===== config.mk =====
export PLATFORM = sky130hd
export DESIGN_NAME = yutorina_gpr_context_sequencer_flat
export DESIGN_NICKNAME = d
export VERILOG_FILES = /design/src/rtl/yutorina_gpr_context_sequencer_if.sv /design/src/rtl/yutorina_gpr_context_sequencer.sv /design/src/flat_wrapper.sv
export SDC_FILE = /design/constraint.sdc
export NUM_CORES = 1
export LEC_CHECK = 0
export CORE_MARGIN = 2
export CORE_UTILIZATION = 35
export CTS_CLUSTER_SIZE = 12
export DETAILED_ROUTE_END_ITERATION = 8
export PLACE_DENSITY_LB_ADDON = 0.08
export SLEW_MARGIN = 20
export SYNTH_ARGS = -nofsm -noshare
export SYNTH_HDL_FRONTEND = slang
export SYNTH_SLANG_ARGS = --single-unit

===== constraint.sdc =====
create_clock -name clock -period 2 [get_ports clock]
set_input_delay 0.4 -clock clock [delete_from_list [all_inputs] [get_ports clock]]
set_output_delay 0.4 -clock clock [all_outputs]
set_load 0.1 [all_outputs]

===== src/rtl/yutorina_gpr_context_sequencer_if.sv =====
// rtl/yutorina_gpr_context_sequencer_if.sv - save/restore word streams of the GPR context sequencer
interface yutorina_gpr_context_sequencer_if #(
  parameter int DATA_WIDTH = 32
);
  logic                  out_valid;
  logic [DATA_WIDTH-1:0] out_data;
  logic                  out_ready;
  logic                  in_valid;
  logic [DATA_WIDTH-1:0] in_data;
  logic                  in_ready;

  modport master (
    output out_valid, out_data, in_ready,
    input  out_ready, in_valid, in_data
  );

  modport slave (
    input  out_valid, out_data, in_ready,
    output out_ready, in_valid, in_data
  );
endinterface


===== src/rtl/yutorina_gpr_context_sequencer.sv =====
// rtl/yutorina_gpr_context_sequencer.sv - bulk GPR save/restore engine for context switch
module yutorina_gpr_context_sequencer #(
  parameter int DATA_WIDTH = 32,
  parameter int REG_NUM    = 32,
  parameter int ADDR_WIDTH = 5
) (
  input  logic                  clock,
  input  logic                  reset,
  input  logic                  save_req,
  input  logic                  restore_req,
  output logic                  busy,
  output logic                  done,
  output logic [ADDR_WIDTH-1:0] gpr_read_address,
  input  logic [DATA_WIDTH-1:0] gpr_read_data,
  output logic                  gpr_write_enable_,
  output logic [ADDR_WIDTH-1:0] gpr_write_address,
  output logic [DATA_WIDTH-1:0] gpr_write_data,
  yutorina_gpr_context_sequencer_if.master strm
);

  typedef enum logic [2:0] {
    S_IDLE,
    S_SAVE,
    S_DRAIN,
    S_RESTORE,
    S_DONE
  } state_t;

  localparam logic [ADDR_WIDTH-1:0] IDX_FIRST = ADDR_WIDTH'(1);
  localparam logic [ADDR_WIDTH-1:0] IDX_LAST  = ADDR_WIDTH'(REG_NUM - 1);

  state_t                state_q, state_d;
  logic [ADDR_WIDTH-1:0] idx_q, idx_d;
  logic                  out_valid_q, out_valid_d;
  logic [DATA_WIDTH-1:0] out_data_q, out_data_d;
  logic                  busy_q, busy_d;
  logic                  done_q, done_d;
  logic                  in_ready_q, in_ready_d;

  always_comb begin
    state_d     = state_q;
    idx_d       = idx_q;
    out_valid_d = out_valid_q;
    out_data_d  = out_data_q;
    case (state_q)
      S_IDLE: begin
        idx_d = IDX_FIRST;
        if (save_req) begin
          state_d = S_SAVE;
        end else if (restore_req) begin
          state_d = S_RESTORE;
        end
      end
      S_SAVE: begin
        // The output register takes a new word whenever its current word leaves (or it is empty).
        if (!out_valid_q || strm.out_ready) begin
          out_valid_d = 1'b1;
          out_data_d  = gpr_read_data;
          if (idx_q == IDX_LAST) begin
            state_d = S_DRAIN;
          end else begin
            idx_d = idx_q + IDX_FIRST;
          end
        end
      end
      S_DRAIN: begin
        if (out_valid_q && strm.out_ready) begin
          out_valid_d = 1'b0;
          state_d     = S_DONE;
        end
      end
      S_RESTORE: begin
        if (strm.in_valid) begin
          if (idx_q == IDX_LAST) begin
            state_d = S_DONE;
          end else begin
            idx_d = idx_q + IDX_FIRST;
          end
        end
      end
      S_DONE: begin
        state_d = S_IDLE;
      end
      default: begin
        state_d = S_IDLE;
      end
    endcase
    // Status outputs are registered from the next state so they line up with state_q.
    busy_d     = (state_d == S_SAVE) || (state_d == S_DRAIN) || (state_d == S_RESTORE);
    done_d     = (state_d == S_DONE);
    in_ready_d = (state_d == S_RESTORE);
  end

  always_ff @(posedge clock) begin
    if (reset) begin
      state_q     <= S_IDLE;
      idx_q       <= IDX_FIRST;
      out_valid_q <= 1'b0;
      out_data_q  <= '0;
      busy_q      <= 1'b0;
      done_q      <= 1'b0;
      in_ready_q  <= 1'b0;
    end else begin
      state_q     <= state_d;
      idx_q       <= idx_d;
      out_valid_q <= out_valid_d;
      out_data_q  <= out_data_d;
      busy_q      <= busy_d;
      done_q      <= done_d;
      in_ready_q  <= in_ready_d;
    end
  end

  assign busy              = busy_q;
  assign done              = done_q;
  assign strm.out_valid    = out_valid_q;
  assign strm.out_data     = out_data_q;
  assign strm.in_ready     = in_ready_q;
  assign gpr_read_address  = (state_q == S_SAVE) ? idx_q : '0;
  assign gpr_write_address = (state_q == S_RESTORE) ? idx_q : '0;
  assign gpr_write_enable_ = !(in_ready_q && strm.in_valid);
  assign gpr_write_data    = strm.in_data;

endmodule


===== src/flat_wrapper.sv =====
// flat-port wrapper written by rule: the top's interface ports become plain ports
module yutorina_gpr_context_sequencer_flat 
#(
  parameter int DATA_WIDTH = 32,
  parameter int REG_NUM    = 32,
  parameter int ADDR_WIDTH = 5
)
  (clock, reset, save_req, restore_req, busy, done, gpr_read_address, gpr_read_data, gpr_write_enable_, gpr_write_address, gpr_write_data, strm_out_valid, strm_out_data, strm_in_ready, strm_out_ready, strm_in_valid, strm_in_data);
  yutorina_gpr_context_sequencer_if #(.DATA_WIDTH(DATA_WIDTH)) strm_i ();
  input  logic clock;
  input  logic reset;
  input  logic save_req;
  input  logic restore_req;
  output logic busy;
  output logic done;
  output logic [ADDR_WIDTH-1:0] gpr_read_address;
  input  logic [DATA_WIDTH-1:0] gpr_read_data;
  output logic gpr_write_enable_;
  output logic [ADDR_WIDTH-1:0] gpr_write_address;
  output logic [DATA_WIDTH-1:0] gpr_write_data;
  output wire logic [$bits(strm_i.out_valid)-1:0] strm_out_valid;
  output wire logic [$bits(strm_i.out_data)-1:0] strm_out_data;
  output wire logic [$bits(strm_i.in_ready)-1:0] strm_in_ready;
  input wire logic [$bits(strm_i.out_ready)-1:0] strm_out_ready;
  input wire logic [$bits(strm_i.in_valid)-1:0] strm_in_valid;
  input wire logic [$bits(strm_i.in_data)-1:0] strm_in_data;
  assign strm_out_valid = strm_i.out_valid;
  assign strm_out_data = strm_i.out_data;
  assign strm_in_ready = strm_i.in_ready;
  assign strm_i.out_ready = strm_out_ready;
  assign strm_i.in_valid = strm_in_valid;
  assign strm_i.in_data = strm_in_data;
  yutorina_gpr_context_sequencer #(.DATA_WIDTH(DATA_WIDTH), .REG_NUM(REG_NUM), .ADDR_WIDTH(ADDR_WIDTH)) u_core (.clock(clock), .reset(reset), .save_req(save_req), .restore_req(restore_req), .busy(busy), .done(done), .gpr_read_address(gpr_read_address), .gpr_read_data(gpr_read_data), .gpr_write_enable_(gpr_write_enable_), .gpr_write_address(gpr_write_address), .gpr_write_data(gpr_write_data), .strm(strm_i));
endmodule

Word level (Yosys, flattened, before mapping)
Index checks and enable logic that the tools add are counted.

Logic and storage cells: 49. Register bits: 44.

Add/sub/neg operators: 1. Multiplexer cells: 17. Eq/ne operators: 11. Reductions and logical operators: 13.

Operators with widths (number): 5-bit two-way mux (5); 3-bit two-way mux (7); 5-bit case mux with 3 select lines (1); 3-bit by 2-bit equality test with 1-bit output, second input constant (4); 3-bit case mux with 4 select lines (1); 3-bit by 1-bit equality test with 1-bit output, second input constant (2); 3-bit AND reduction (2); 5-bit by 1-bit adder with 5-bit output, second input constant (1); 5-bit equality test, second input constant (1); 2-bit by 1-bit != test with 1-bit output, second input constant (2); 3-bit equality test, second input constant (1); 3-bit zero test (1); 1-bit logical OR (3); 3-bit nonzero test (1); 1-bit logical AND (2); 1-bit zero test (2); 1-bit two-way mux (2); 2-bit != test, second input constant (1); 1-bit case mux with 2 select lines (1); 2-bit AND reduction (1); 2-bit nonzero test (1).

Longest topological paths before layout
Word-level depth: 7. Gate-level depth with buffers: 7. Mapped depth without buffers: 7.

Least setup slack after synthesis
No wires, ideal clock.

Kind: reg2out. From: register u_core.in_ready_q (netlist: u_core.strm.in_ready). To: output gpr_write_enable_. Required time: 1.600 ns. Buffers on the path: 0. Stages on the path, launching flop included: 2. Slack: -0.143 ns. Arrival: 1.743 ns. Cells stage by stage: dfxtp_1 -> nand2_1.

Word-level cells in the longest chain between the ends: 2.

Ends and longest elaborated chain: start, declared (line yutorina_gpr_context_sequencer.sv:38) `logic in_ready_q, in_ready_d;`; start signal, assigned (line yutorina_gpr_context_sequencer.sv:110) `in_ready_q <= in_ready_d;`; 1-bit logical AND (line yutorina_gpr_context_sequencer.sv:121) `assign gpr_write_enable_ = !(in_ready_q && strm.in_valid);`; 1-bit zero test (line yutorina_gpr_context_sequencer.sv:121); end, declared (line flat_wrapper.sv:18) `output logic gpr_write_enable_;`.

Every way passes these cells.

Worst setup path after layout
From: register u_core.state_q[2]. To: output gpr_read_address[2].

Word-level cells in the longest chain between the ends: 2.

Ends and longest elaborated chain: start, declared (line yutorina_gpr_context_sequencer.sv:32) `state_t state_q, state_d;`; start signal, assigned (line yutorina_gpr_context_sequencer.sv:104) `state_q <= state_d;`; 3-bit by 1-bit equality test with 1-bit output (line yutorina_gpr_context_sequencer.sv:119) `assign gpr_read_address = (state_q == S_SAVE) ? idx_q : '0;`; 5-bit two-way mux (line yutorina_gpr_context_sequencer.sv:119); end, declared (line flat_wrapper.sv:16) `output logic [ADDR_WIDTH-1:0] gpr_read_address;`.

Every way passes these cells.

==> results by group <==
Detailed routing
  – Final ANT Viol Nets: 0
  – # DRC: 0
  – Drt wl/cell: between 10 and 15 um
  – WL final: a little over 5000 um
  – DR iter-0 viols: 34
  – Via density: 4.62
  – Via count: about 1800
  – Drt pass-1 iters: 4

Logic synthesis
  – Yosys cell types: 39
  – Synth Cell Area: 0.00211 mm2
  – Sequential share of the synthesized area: a little over two fifths
  – Yosys warns: 0
  – Synth cell count leaders: nand2_1, dfxtp_1, a21oi_1
  – Ys flop type: dfxtp_1
  – Yosys reg bits: 44
  – Mapped Nets: about 330
  – Synth area leaders: dfxtp_1, nand2_1, buf_4
  – Most frequent cell after synthesis: nand2_1
  – Post-Syn Instances: 261
  – Cell taking the most area after synthesis: dfxtp_1
  – Post-synth EDFFs: 0
  – FFs w/ async S/R, synth: 0%
  – Synth Area per Inst: between 8 and 9 um2
  – Post-synth top area share: 41.8%

Timing
  – Final Setup Violations: 0
  – Final hold vios: 0
  – Fin Setup TNS: 0 ps
  – Fmax: between 500 and 600 MHz
  – RSZ-0062 raised after global routing: no
  – Slew margin rel.: about two thirds
  – Worst clock skew: 7.13 ps
  – Hold slack: approximately 460 ps
  – Worst-Margin Slew: around 480 ps
  – Final Critical Period: about 1900 ps
  – Fin. max-slew vios: 0
  – Fin crit share: 92.7%

Placed design
  – Placed Area: between 0.002 and 0.003 mm2
  – Port bufs: 84
  – Final GP Congestion: ~0.79
  – Detailed placement HPWL: roughly 3500 um

Floorplanning
  – Num rows: 28
  – Die area: between 0.006 and 0.007 mm2
  – Die H: ~80 um
  – Core area: approximately 0.0059 mm2
  – Die W: about 82 um
  – Starting density of the core: a little over a third
  – Io pins: 149

Clocking
  – Cts hold-fix bufs: 0
  – Max Buffers Root-to-Sink: 2
  – Num CTS Buffers: 5
  – CTS H-tree lvls: 2
  – TritonCTS clock tree: yes
  – Clk Latency, worst-skew pair: about 300 ps
  – Clock Sinks: 44
  – Root buffer cell: clkbuf_8
  – Clock-pin slew on the worst setup and hold paths: 90 ps

Worst setup path
  – Required @ worst endpoint: around 1600 ps
  – Cells on worst reg2reg path: 7
  – Max FO, Critical Path: 10
  – Endpoint class of the critical path: output port
  – WS Path Type: reg -> out
  – Crit path launch type: register
  – CP arrival: about 1500 ps

Finish
  – Nets@finish: ~400
  – Area delta synth->final: 41.8%
  – Final instance area: around 0.0030 mm2
  – Post-layout util: between 50% and 60%
  – # diodes: 0
  – Layout cells sized above 1: between 20 and 30%

Power
  – Static leakage: 0.00123 uW
  – Pwr dens: around 870 mW/mm2
  – Maximum vdd ir drop: 0.351 mV

Worst hold path
  – Min-delay worst type: reg -> reg
  – Hold Path Stages: 2

Global route
  – First-pass GRT wire length: 7850 um
  – Initial antenna violation count: 0
  – Vias in the first global route: ~1600
  – Met3 GRT Util: 4.07%
  – Largest net degree at the start of global routing: 33
  – Grt met1 use: slightly below 20%
  – Met2 global-route usage: around a quarter
  – GRT Util Overall: between 10% and 20%
  – Global route overflow: 0
  – GR peak layer: met2

Status
  – Status: finished clean

Flow run
  – Max-Cap Viols: 0
metrics by stage:
step | cells | setup WS, ps | total power (uW)
6_report | 393 | 146 | 2590
2_1_floorplan | 261 | 95.0 | 1930
3_5_place_dp | 384 | 71.0 | 1880
3_3_place_gp | 384 | 73.3 | 1880
5_1_grt | 393 | 26.9 | 2710
4_1_cts | 392 | 6.66 | 2620
critical path, cell delays in order (launching register included):
cell,delay (ps)
dfxtp_2,380
nor2b_2,330
and3_2,270
buf_12,170
final timing paths:
path	startpoint	to	slack, ps
max	u_core.state_q[2]$_SDFF_PP0_	gpr_read_address[2]	150
min	u_core.strm.out_data[16]$_SDFFE_PP0P_	u_core.strm.out_data[16]$_SDFFE_PP0P_	460
max reg2reg	u_core.idx_q[0]$_SDFFE_PP1P_	u_core.idx_q[4]$_SDFFE_PP0P_	160
min reg2reg	u_core.strm.out_data[16]$_SDFFE_PP0P_	u_core.strm.out_data[16]$_SDFFE_PP0P_	460
cell usage in the layout (no fill, tap or decap), drive strengths merged, types with 2 or more instances in the layout:
cell           instances
a211oi                 2
a21oi                 34
and2                   5
and3                   7
buf                   61
clkbuf                 6
clkdlybuf4s50         36
dfxtp                 44
ha                     2
inv                    4
nand2                 66
nand2b                 2
nand3                  6
nand3b                 3
nor2                   8
nor2b                  6
nor3                   3
o21ai                  4
o31ai                  3
or3                    2
what timing repair did:
action	4_1_cts	5_1_grt
resized for setup	0	4
hold endpoints to repair	0	0
endpoints found under the setup margin	0	15
buffers inserted	0	1
cells by family (layout without fill, tap and decap cells):
kind of cell / Yosys count / after routing / synth area share [%]
DFF: 44 / 44 / 41.8
adders and majority gates: 2 / 2 / 1.19
and+or+nand+nor: 112 / 112 / 25.1
AOI/OAI and AO/OA: 51 / 51 / 16.0
buffers and inverters: 52 / 109 / 16.0
layout make-up:
class / count / area [um2]
fill: 559 / 2900
timing repair buffer: 97 / 978
multi-input combinational: 165 / 897
sequential: 44 / 883
tap: 75 / 93.8
clock buffer: 6 / 82.6
clock inverter: 2 / 38.8
inverter: 4 / 15.0
flip-flops by register name, summed over array words and instances, names as in the netlist:
name	flops
u_core.busy	1
u_core.done	1
u_core.idx_q	5
u_core.state_q	3
u_core.strm.in_ready	1
u_core.strm.out_data	32
u_core.strm.out_valid	1
per-layer routing:
metal / up-vias / wire length, um
met2: 62 / 2320
met5: - / 0
li1: 946 / -
met1: 797 / 2230
met3: 11 / 438
met4: 0 / 68
power breakdown:
part	internal, uW	switching, uW
combinational	258	628
clock	409	319
sequential	939	33.2
Note: power is estimated with default switching activity, not from simulation.
